--- src/rtl/instr_fetch_unit_if.sv ---
// Fetch unit bus bundle: instruction memory req/ack side,
// redirect input and the valid/ready instruction output.
interface instr_fetch_unit_if;
  logic        imem_req;
  logic [31:0] imem_addr;
  logic        imem_ack;
  logic [31:0] imem_rdata;
  logic        redirect;
  logic [31:0] redirect_pc;
  logic        instr_valid;
  logic [31:0] instr;
  logic [31:0] instr_pc;
  logic        instr_ready;

  modport master (
    output imem_req,
    output imem_addr,
    input  imem_ack,
    input  imem_rdata,
    input  redirect,
    input  redirect_pc,
    output instr_valid,
    output instr,
    output instr_pc,
    input  instr_ready
  );

  modport slave (
    input  imem_req,
    input  imem_addr,
    output imem_ack,
    output imem_rdata,
    output redirect,
    output redirect_pc,
    input  instr_valid,
    input  instr,
    input  instr_pc,
    output instr_ready
  );
endinterface

--- src/rtl/instr_fetch_unit.sv ---
// Fetch stage: PC, imem req/ack, prefetch FIFO, redirect flush.
// Optional FETCH_PERF_CNT_EN adds pop and wait-cycle counters.
module instr_fetch_unit #(
  parameter logic [31:0] RESET_PC   = 32'h0000_0000,
  parameter int          FIFO_DEPTH = 4
) (
  input  logic CLK,
  input  logic Reset,
  instr_fetch_unit_if.master bus
`ifdef FETCH_PERF_CNT_EN
  ,
  output logic [31:0] perf_instr_count,
  output logic [31:0] perf_wait_cycles
`endif
);

  localparam int AW = $clog2(FIFO_DEPTH);
  localparam logic [AW:0] DEP = FIFO_DEPTH[AW:0];

  typedef enum logic {S_FETCH, S_DISCARD} state_t;

  state_t      r_state;
  logic        r_req;
  logic [31:0] r_addr;
  logic [31:0] r_tgt;
  logic [AW:0] r_cnt;
  logic [AW-1:0] r_rp;
  logic [AW-1:0] r_wp;
  logic [31:0] r_word [FIFO_DEPTH];
  logic [31:0] r_pc   [FIFO_DEPTH];

  state_t      w_state_n;
  logic        w_req_n;
  logic [31:0] w_addr_n;
  logic [31:0] w_tgt_n;
  logic [AW:0] w_cnt_n;
  logic        w_xfer;
  logic        w_valid;
  logic        w_flush;
  logic        w_push;
  logic        w_pop;
  logic [31:0] w_rtgt;

  // next-state: redirect flush beats push/pop; DISCARD eats one stale ack
  always_comb begin
    w_state_n = r_state;
    w_addr_n  = r_addr;
    w_tgt_n   = r_tgt;
    w_flush   = 1'b0;
    w_push    = 1'b0;
    w_xfer    = r_req & bus.imem_ack;
    w_valid   = r_cnt != '0;
    w_rtgt    = {bus.redirect_pc[31:2], 2'b00};
    w_pop     = w_valid & bus.instr_ready & ~bus.redirect;
    unique case (r_state)
      S_FETCH: begin
        if (bus.redirect) begin
          w_flush = 1'b1;
          if (r_req & ~bus.imem_ack) begin
            w_tgt_n   = w_rtgt;
            w_state_n = S_DISCARD;
          end else begin
            w_addr_n = w_rtgt;
          end
        end else if (w_xfer) begin
          w_push   = 1'b1;
          w_addr_n = r_addr + 32'd4;
        end
      end
      S_DISCARD: begin
        if (bus.redirect) begin
          w_flush = 1'b1;
          w_tgt_n = w_rtgt;
        end
        if (w_xfer) begin
          w_addr_n  = bus.redirect ? w_rtgt : r_tgt;
          w_state_n = S_FETCH;
        end
      end
      default: w_state_n = S_FETCH;
    endcase
    if (w_flush)
      w_cnt_n = '0;
    else
      w_cnt_n = r_cnt + (AW+1)'(w_push) - (AW+1)'(w_pop);
    w_req_n = w_cnt_n < DEP;
  end

  // control state, request, address and FIFO pointers
  always_ff @(posedge CLK) begin
    if (!Reset) begin
      r_state <= S_FETCH;
      r_req   <= 1'b0;
      r_addr  <= RESET_PC;
      r_tgt   <= RESET_PC;
      r_cnt   <= '0;
      r_rp    <= '0;
      r_wp    <= '0;
    end else begin
      r_state <= w_state_n;
      r_req   <= w_req_n;
      r_addr  <= w_addr_n;
      r_tgt   <= w_tgt_n;
      r_cnt   <= w_cnt_n;
      if (w_flush) begin
        r_rp <= '0;
        r_wp <= '0;
      end else begin
        if (w_push) r_wp <= r_wp + 1'b1;
        if (w_pop)  r_rp <= r_rp + 1'b1;
      end
    end
  end

  // FIFO storage write, word paired with its fetch PC
  always_ff @(posedge CLK) begin
    if (w_push) begin
      r_word[r_wp] <= bus.imem_rdata;
      r_pc[r_wp]   <= r_addr;
    end
  end

  assign bus.imem_req    = r_req;
  assign bus.imem_addr   = r_addr;
  assign bus.instr_valid = w_valid;
  assign bus.instr       = w_valid ? r_word[r_rp] : 32'h0000_0013;
  assign bus.instr_pc    = w_valid ? r_pc[r_rp] : 32'h0;

`ifdef FETCH_PERF_CNT_EN
  logic [31:0] r_perf_pop;
  logic [31:0] r_perf_wait;

  // pop and memory-stall counters, free-running wrap
  always_ff @(posedge CLK) begin
    if (!Reset) begin
      r_perf_pop  <= '0;
      r_perf_wait <= '0;
    end else begin
      if (w_pop)
        r_perf_pop <= r_perf_pop + 32'd1;
      if (r_req & ~bus.imem_ack)
        r_perf_wait <= r_perf_wait + 32'd1;
    end
  end

  assign perf_instr_count = r_perf_pop;
  assign perf_wait_cycles = r_perf_wait;
`endif

endmodule

--- src/flat_wrapper.sv ---
// flat-port wrapper written by rule: the top's interface ports become plain ports
module instr_fetch_unit_flat 
#(
  parameter logic [31:0] RESET_PC   = 32'h0000_0000,
  parameter int          FIFO_DEPTH = 4
)
  (CLK, Reset, bus_imem_req, bus_imem_addr, bus_imem_ack, bus_imem_rdata, bus_redirect, bus_redirect_pc, bus_instr_valid, bus_instr, bus_instr_pc, bus_instr_ready);
  instr_fetch_unit_if bus_i ();
  input  logic CLK;
  input  logic Reset;
  output wire logic [$bits(bus_i.imem_req)-1:0] bus_imem_req;
  output wire logic [$bits(bus_i.imem_addr)-1:0] bus_imem_addr;
  input wire logic [$bits(bus_i.imem_ack)-1:0] bus_imem_ack;
  input wire logic [$bits(bus_i.imem_rdata)-1:0] bus_imem_rdata;
  input wire logic [$bits(bus_i.redirect)-1:0] bus_redirect;
  input wire logic [$bits(bus_i.redirect_pc)-1:0] bus_redirect_pc;
  output wire logic [$bits(bus_i.instr_valid)-1:0] bus_instr_valid;
  output wire logic [$bits(bus_i.instr)-1:0] bus_instr;
  output wire logic [$bits(bus_i.instr_pc)-1:0] bus_instr_pc;
  input wire logic [$bits(bus_i.instr_ready)-1:0] bus_instr_ready;
  assign bus_imem_req = bus_i.imem_req;
  assign bus_imem_addr = bus_i.imem_addr;
  assign bus_i.imem_ack = bus_imem_ack;
  assign bus_i.imem_rdata = bus_imem_rdata;
  assign bus_i.redirect = bus_redirect;
  assign bus_i.redirect_pc = bus_redirect_pc;
  assign bus_instr_valid = bus_i.instr_valid;
  assign bus_instr = bus_i.instr;
  assign bus_instr_pc = bus_i.instr_pc;
  assign bus_i.instr_ready = bus_instr_ready;
  instr_fetch_unit #(.RESET_PC(RESET_PC), .FIFO_DEPTH(FIFO_DEPTH)) u_core (.CLK(CLK), .Reset(Reset), .bus(bus_i));
endmodule
--- config.mk ---
export PLATFORM = sky130hd
export DESIGN_NAME = instr_fetch_unit_flat
export DESIGN_NICKNAME = d
export VERILOG_FILES = /design/src/rtl/instr_fetch_unit_if.sv /design/src/rtl/instr_fetch_unit.sv /design/src/flat_wrapper.sv
export SDC_FILE = /design/constraint.sdc
export NUM_CORES = 1
export LEC_CHECK = 0
export ABC_AREA = 1
export BUFFER_PORTS_ARGS = -buffer_cell sky130_fd_sc_hd__buf_4
export CAP_MARGIN = 30
export CELL_PAD_IN_SITES_DETAIL_PLACEMENT = 0
export CELL_PAD_IN_SITES_GLOBAL_PLACEMENT = 1
export CORE_MARGIN = 2
export CORE_UTILIZATION = 40
export DETAILED_ROUTE_END_ITERATION = 12
export GPL_TIMING_DRIVEN = 0
export PLACE_DENSITY_LB_ADDON = 0.15
export SYNTH_ARGS = -nofsm -noshare
export SYNTH_HDL_FRONTEND = slang
export SYNTH_SLANG_ARGS = --single-unit
export TNS_END_PERCENT = 100
--- constraint.sdc ---
create_clock -name CLK -period 6.37 [get_ports CLK]
set_input_delay 1.274 -clock CLK [delete_from_list [all_inputs] [get_ports CLK]]
set_output_delay 1.274 -clock CLK [all_outputs]
set_load 0.01 [all_outputs]
* Word-level counts from Yosys, hierarchy flattened
Memory sizes are Yosys's and may differ from the RTL's. A register that Yosys moved wholly into a read port is not among the register bits.
Index checks and enable logic that the tools add are counted.
** Storage, ports and cells
- Bits in registers :: 73
- Bits in writable memories :: 256
- Bits of input ports :: 69
- Output and inout bits :: 98
- Memories kept :: 2
** Memories
- u_core.r_pc :: depth 4, bits a word 32, rd ports 1, clocked after Yosys merged registers in 1, write ports 1, line instr_fetch_unit.sv:30 : logic [31:0] r_pc [FIFO_DEPTH];
- u_core.r_word :: depth 4, bits a word 32, rd ports 1, clocked after Yosys merged registers in 1, write ports 1, line instr_fetch_unit.sv:29 : logic [31:0] r_word [FIFO_DEPTH];
** Operators by class
- Add/sub/neg operators :: 5
- Order comparisons :: 1
- Eq/ne operators :: 5
- Muxes and demuxes :: 26
- Bitwise logic cells :: 8
- Reductions and logical operators :: 4
** Operator list (count)
- $mux W32 :: 9
- $pmux W32 S2 :: 2
- $add A32 B3 Y32 const B :: 1
- $mux W1 :: 9
- $mux W2 :: 4
- $add A2 B1 Y2 const B :: 2
- $and A1 B1 Y1 :: 4
- $ne A2 B2 Y1 const B :: 2
- $not A1 Y1 :: 4
- $add A3 B1 Y3 :: 1
- $lt A3 B3 Y1 const B :: 1
- $mux W3 :: 1
- $ne A3 B2 Y1 const B :: 1
- $ne A3 B3 Y1 const B :: 1
- $reduce_and A3 Y1 :: 1
- $reduce_bool A3 Y1 :: 1
- $sub A3 B1 Y3 :: 1
- $ne A2 B1 Y1 const B :: 1
- $pmux W1 S2 :: 1
- $reduce_and A2 Y1 :: 1
- $reduce_or A2 Y1 :: 1

* Depth between registers and ports, before layout
- Depth in word-level cells :: 8
- Gate-level depth with buffers :: 13
- Gate-level depth less buffers :: 13

* Worst setup path after synthesis
No wires, ideal clock.
- Kind :: input to register
- Start :: input port bus_redirect
- End :: memory u_core.r_pc[0][0] (enable)
- Library setup time :: 0.486 ns
- Arrival :: 4.539 ns
- Slack :: 1.345 ns
- Stages :: 6
- Buffers on the path :: 1
- Path through :: buf_6 > nor2_8 > inv_4 > nor2_1 > inv_1 > nor2_1
** On the way
- Longest elaborated chain between the ends :: 4
** Ends and longest elaborated chain
- start: declaration :: line flat_wrapper.sv:15 : input wire logic [$bits(bus_i.redirect)-1:0] bus_redirect;
- $mux W1 :: line instr_fetch_unit.sv:57 : if (bus.redirect) begin
- $mux W1 :: line instr_fetch_unit.sv:55 : unique case (r_state)
- named net u_core.w_push :: line instr_fetch_unit.sv:40 : logic w_push;
- $mux W1 :: line instr_fetch_unit.sv:117 : if (w_push) begin
- $mux W1 (implied by the code) :: line instr_fetch_unit.sv:119 : r_pc[r_wp] <= r_addr;
- end: declaration :: line instr_fetch_unit.sv:30
The timed path passes the listed nets, and every way through them passes these cells.

==> flow_summary.toml <==
[timing]
tightest_slew_ns = 0.717
rsz0062_at_grt = "false"
fin_skew_ns = 0.0120
relSlewSlack = 0.517
drv_slew = 0
max_freq_mhz = 269
fin_crit_sh = 0.584
fin_setup_tns_ns = 0
fin_crit_ns = 3.72
hold_viol_final = 0
final-setup-viol-count = 0

[power]
peakVddDrop_v = 0.000162
powerDensity_mw_per_mm2 = 274
p_leak_nw = 6.78

[worst_setup_path]
worstPathRequired_ns = 5.10
arrival_ns = 2.44
end_kind = "output pin"
setup.worst_path.class = "flip-flop to output pin"
start_kind = "flip-flop"
r2r_setup_slack_ns = 3.87
cp_max_fo = 10

[route]
wire_per_inst_um = 18.6
wl_mm = 40.7
drt-pass1-iter-count = 5
drt_iter0_drc = 762
via_count = 11000
postRouteAntennaNets = 0
vias_per_cell = 5.04
drc_errors = 0

[logic_synthesis]
synth_top_family_by_area = "simple AND/OR/NAND/NOR gates"
synth-async-reset-ratio = 0
synthSimpleGateAreaFrac = 0.171
syn_area_mm2 = 0.0145
postSynthAreaPerCell_um2 = 9.76
synth_edf_count = 256
ys_seq_area_frac = 0.635
yosys.area_share.adder = 0.00744
synth_compound_area_frac = 0.128
muxShareOfSynthArea = 0
yosys_register_bits = 331
synth_ff_type = "edfxtp_1"
synthesis.nets = 1559
synth_cell_types = 49
syn-instance-count = 1482
synth-xor-area-share = 0.00182
yosys_warnings = 0

[clocking]
cts_tree = "built"
h-tree-depth = 2
postCtsHoldBufs = 0
clock_latency_ns = 0.52
cts_buffer_depth = 3
clock-root-buffer = "clkbuf_16"
cts.sinks = 331
numCtsBuffers = 37
cts.reportedPaths.clkPinSlew_ns = 0.06
cts_resized = 0
cts_setup_buffers = 0

[min_path]
hold_path.class = "flip-flop to flip-flop"

[placed_design]
io_buffer_count = 162
finalWeightedCongestion = 0.839
hpwl_mm = 27.8

[run_status]
run_status = "finished clean"

[floorplan]
fp.dieH_um = 194
rows = 69
core-area_mm2 = 0.0356
die_area_mm2 = 0.0377
pin_count = 167
fp.dieW_um = 194
initial_core_util = 0.407

[cells_and_area]
syn_to_final_growth_pct = 22.0
final_core_util = 0.496
nNetsFinal = 1769
seq_area_mm2 = 0.00919
multi_input_area_mm2 = 0.00449
nFillCells = 3287
drive_gt1_frac = 0.173
antenna_cells = 0

[global_routing]
grt_max_degree = 29
grt_pass1_vias = 10800
grt_overflow_total = 0
grt_antenna_before_repair = 0
grt_pass1_wl_mm = 62.9
grtUsageTotal = 0.214

[run]
cap_viol_max_count = 0
-- critical path: stages, from the launching register on --
cell and delay, ns:
dfxtp_1 0.34, clkbuf_1 0.53, clkbuf_1 0.50, nor2_1 0.11, o21ai_0 0.11, a21oi_1 0.15
buf_4 0.20
-- final timing paths --
check / startpoint / endpoint / cells after the start
worst max-delay path: flip-flop / bus_instr_pc[14] / 6
worst min-delay path: u_core.r_tgt[0] / u_core.r_tgt[0] / 2
worst max register to register: u_core.r_cnt[1] / u_core.bus.imem_req / 13
worst min register to register: u_core.r_tgt[0] / u_core.r_tgt[0] / 2
-- layout make-up --
class	count	share of cell area
inverter	115	0.0250
timing repair buffer	171	0.0804
clock buffer	55	0.0598
buffer	76	0.0212
sequential	331	0.521
clock inverter	12	0.00595
multi-input combinational	960	0.254
tap	461	0.0327
-- per-layer routing --
metal / vias to the layer above / track usage / part of all wire
met5: - / 0 / 0
met4: 0 / 0.0544 / 0.021
met3: 55 / 0.0332 / 0.058
met2: 303 / 0.369 / 0.48
met1: 5182 / 0.283 / 0.44
li1: 5462 / - / -
-- cell usage after synthesis (4+ instances only) --
master    count  area [µm²]
o21ai_0     192         961
o221ai_1      5        43.8
ha_1          7        87.6
buf_2        17        85.1
buf_6         6        67.6
nor2_1      347        1300
nand2_1     189         709
edfxtp_1    256        7690
nand4_1       8        50.1
dfxtp_1      75        1500
nor2_2        7        43.8
o22ai_1       4        25.0
buf_1        10        37.5
a21oi_1     107         536
nor2_4        5        56.3
clkbuf_1     39         146
o31ai_1       6        45.0
inv_2        12        45.0
inv_1       100         375
nand3_1      31         155
a21oi_2      10        87.6
a211oi_1      4        30.0
-- state kept, by name (all words and copies together), names as in the netlist, named ones only --
register	flops
u_core.r_word	128
u_core.r_state	1
u_core.r_cnt	3
u_core.bus.imem_req	1
u_core.r_rp	2
u_core.r_wp	2
u_core.r_pc	128
u_core.bus.imem_addr	32
u_core.r_tgt	32
-- power by group --
group | switching (W) | internal (W)
sequential | 0.0000757 | 0.00239
clock | 0.000834 | 0.00119
combinational | 0.000211 | 0.000141
total | 0.00112 | 0.00372
-- layout by cell type, fill, tap and decap left out, drive strengths merged, types with 2 or more instances in the layout --
cell type  netlist  routed
nor2           360     360
edfxtp         256     256
buf             37     208
o21ai          196     196
nand2          194     194
a21oi          117     117
inv            114     114
clkbuf          39      94
dfxtp           75      75
nand3           33      33
nand4            8       8
ha               7       7
clkinv           1       7
o31ai            6       6
o221ai           5       5
clkinvlp         0       5
a211oi           4       4
o22ai            4       4
o311ai           3       3
nor3b            3       3
nor3             3       3
nand3b           3       3
o21a             2       2
xnor2            2       2
o21bai           2       2
-- kinds of logic (layout without fill, tap and decap cells) --
kind of cell / count (synthesis) / in the layout
simple gates: 605 / 605
compound gates: 344 / 344
flops: 331 / 331
buf+inv: 191 / 429
fa+ha+maj: 8 / 8
xor+xnor: 3 / 3
-- metrics by stage --
stage               hold slack (ns)  cell area, µm²  setup WS, ns  cells  power (W)
detailed placement            0.434           16500          2.99   2114    0.00286
global route                  0.471           17700          2.46   2181    0.00502
CTS                           0.443           17700          2.56   2181    0.00488
floorplan                     0.419           14500          1.34   1482    0.00267
global placement              0.429           16300         -1.11   2105    0.00286
finish                        0.441           17700          2.65   2181    0.00484
(Power assumes the default switching activity.)
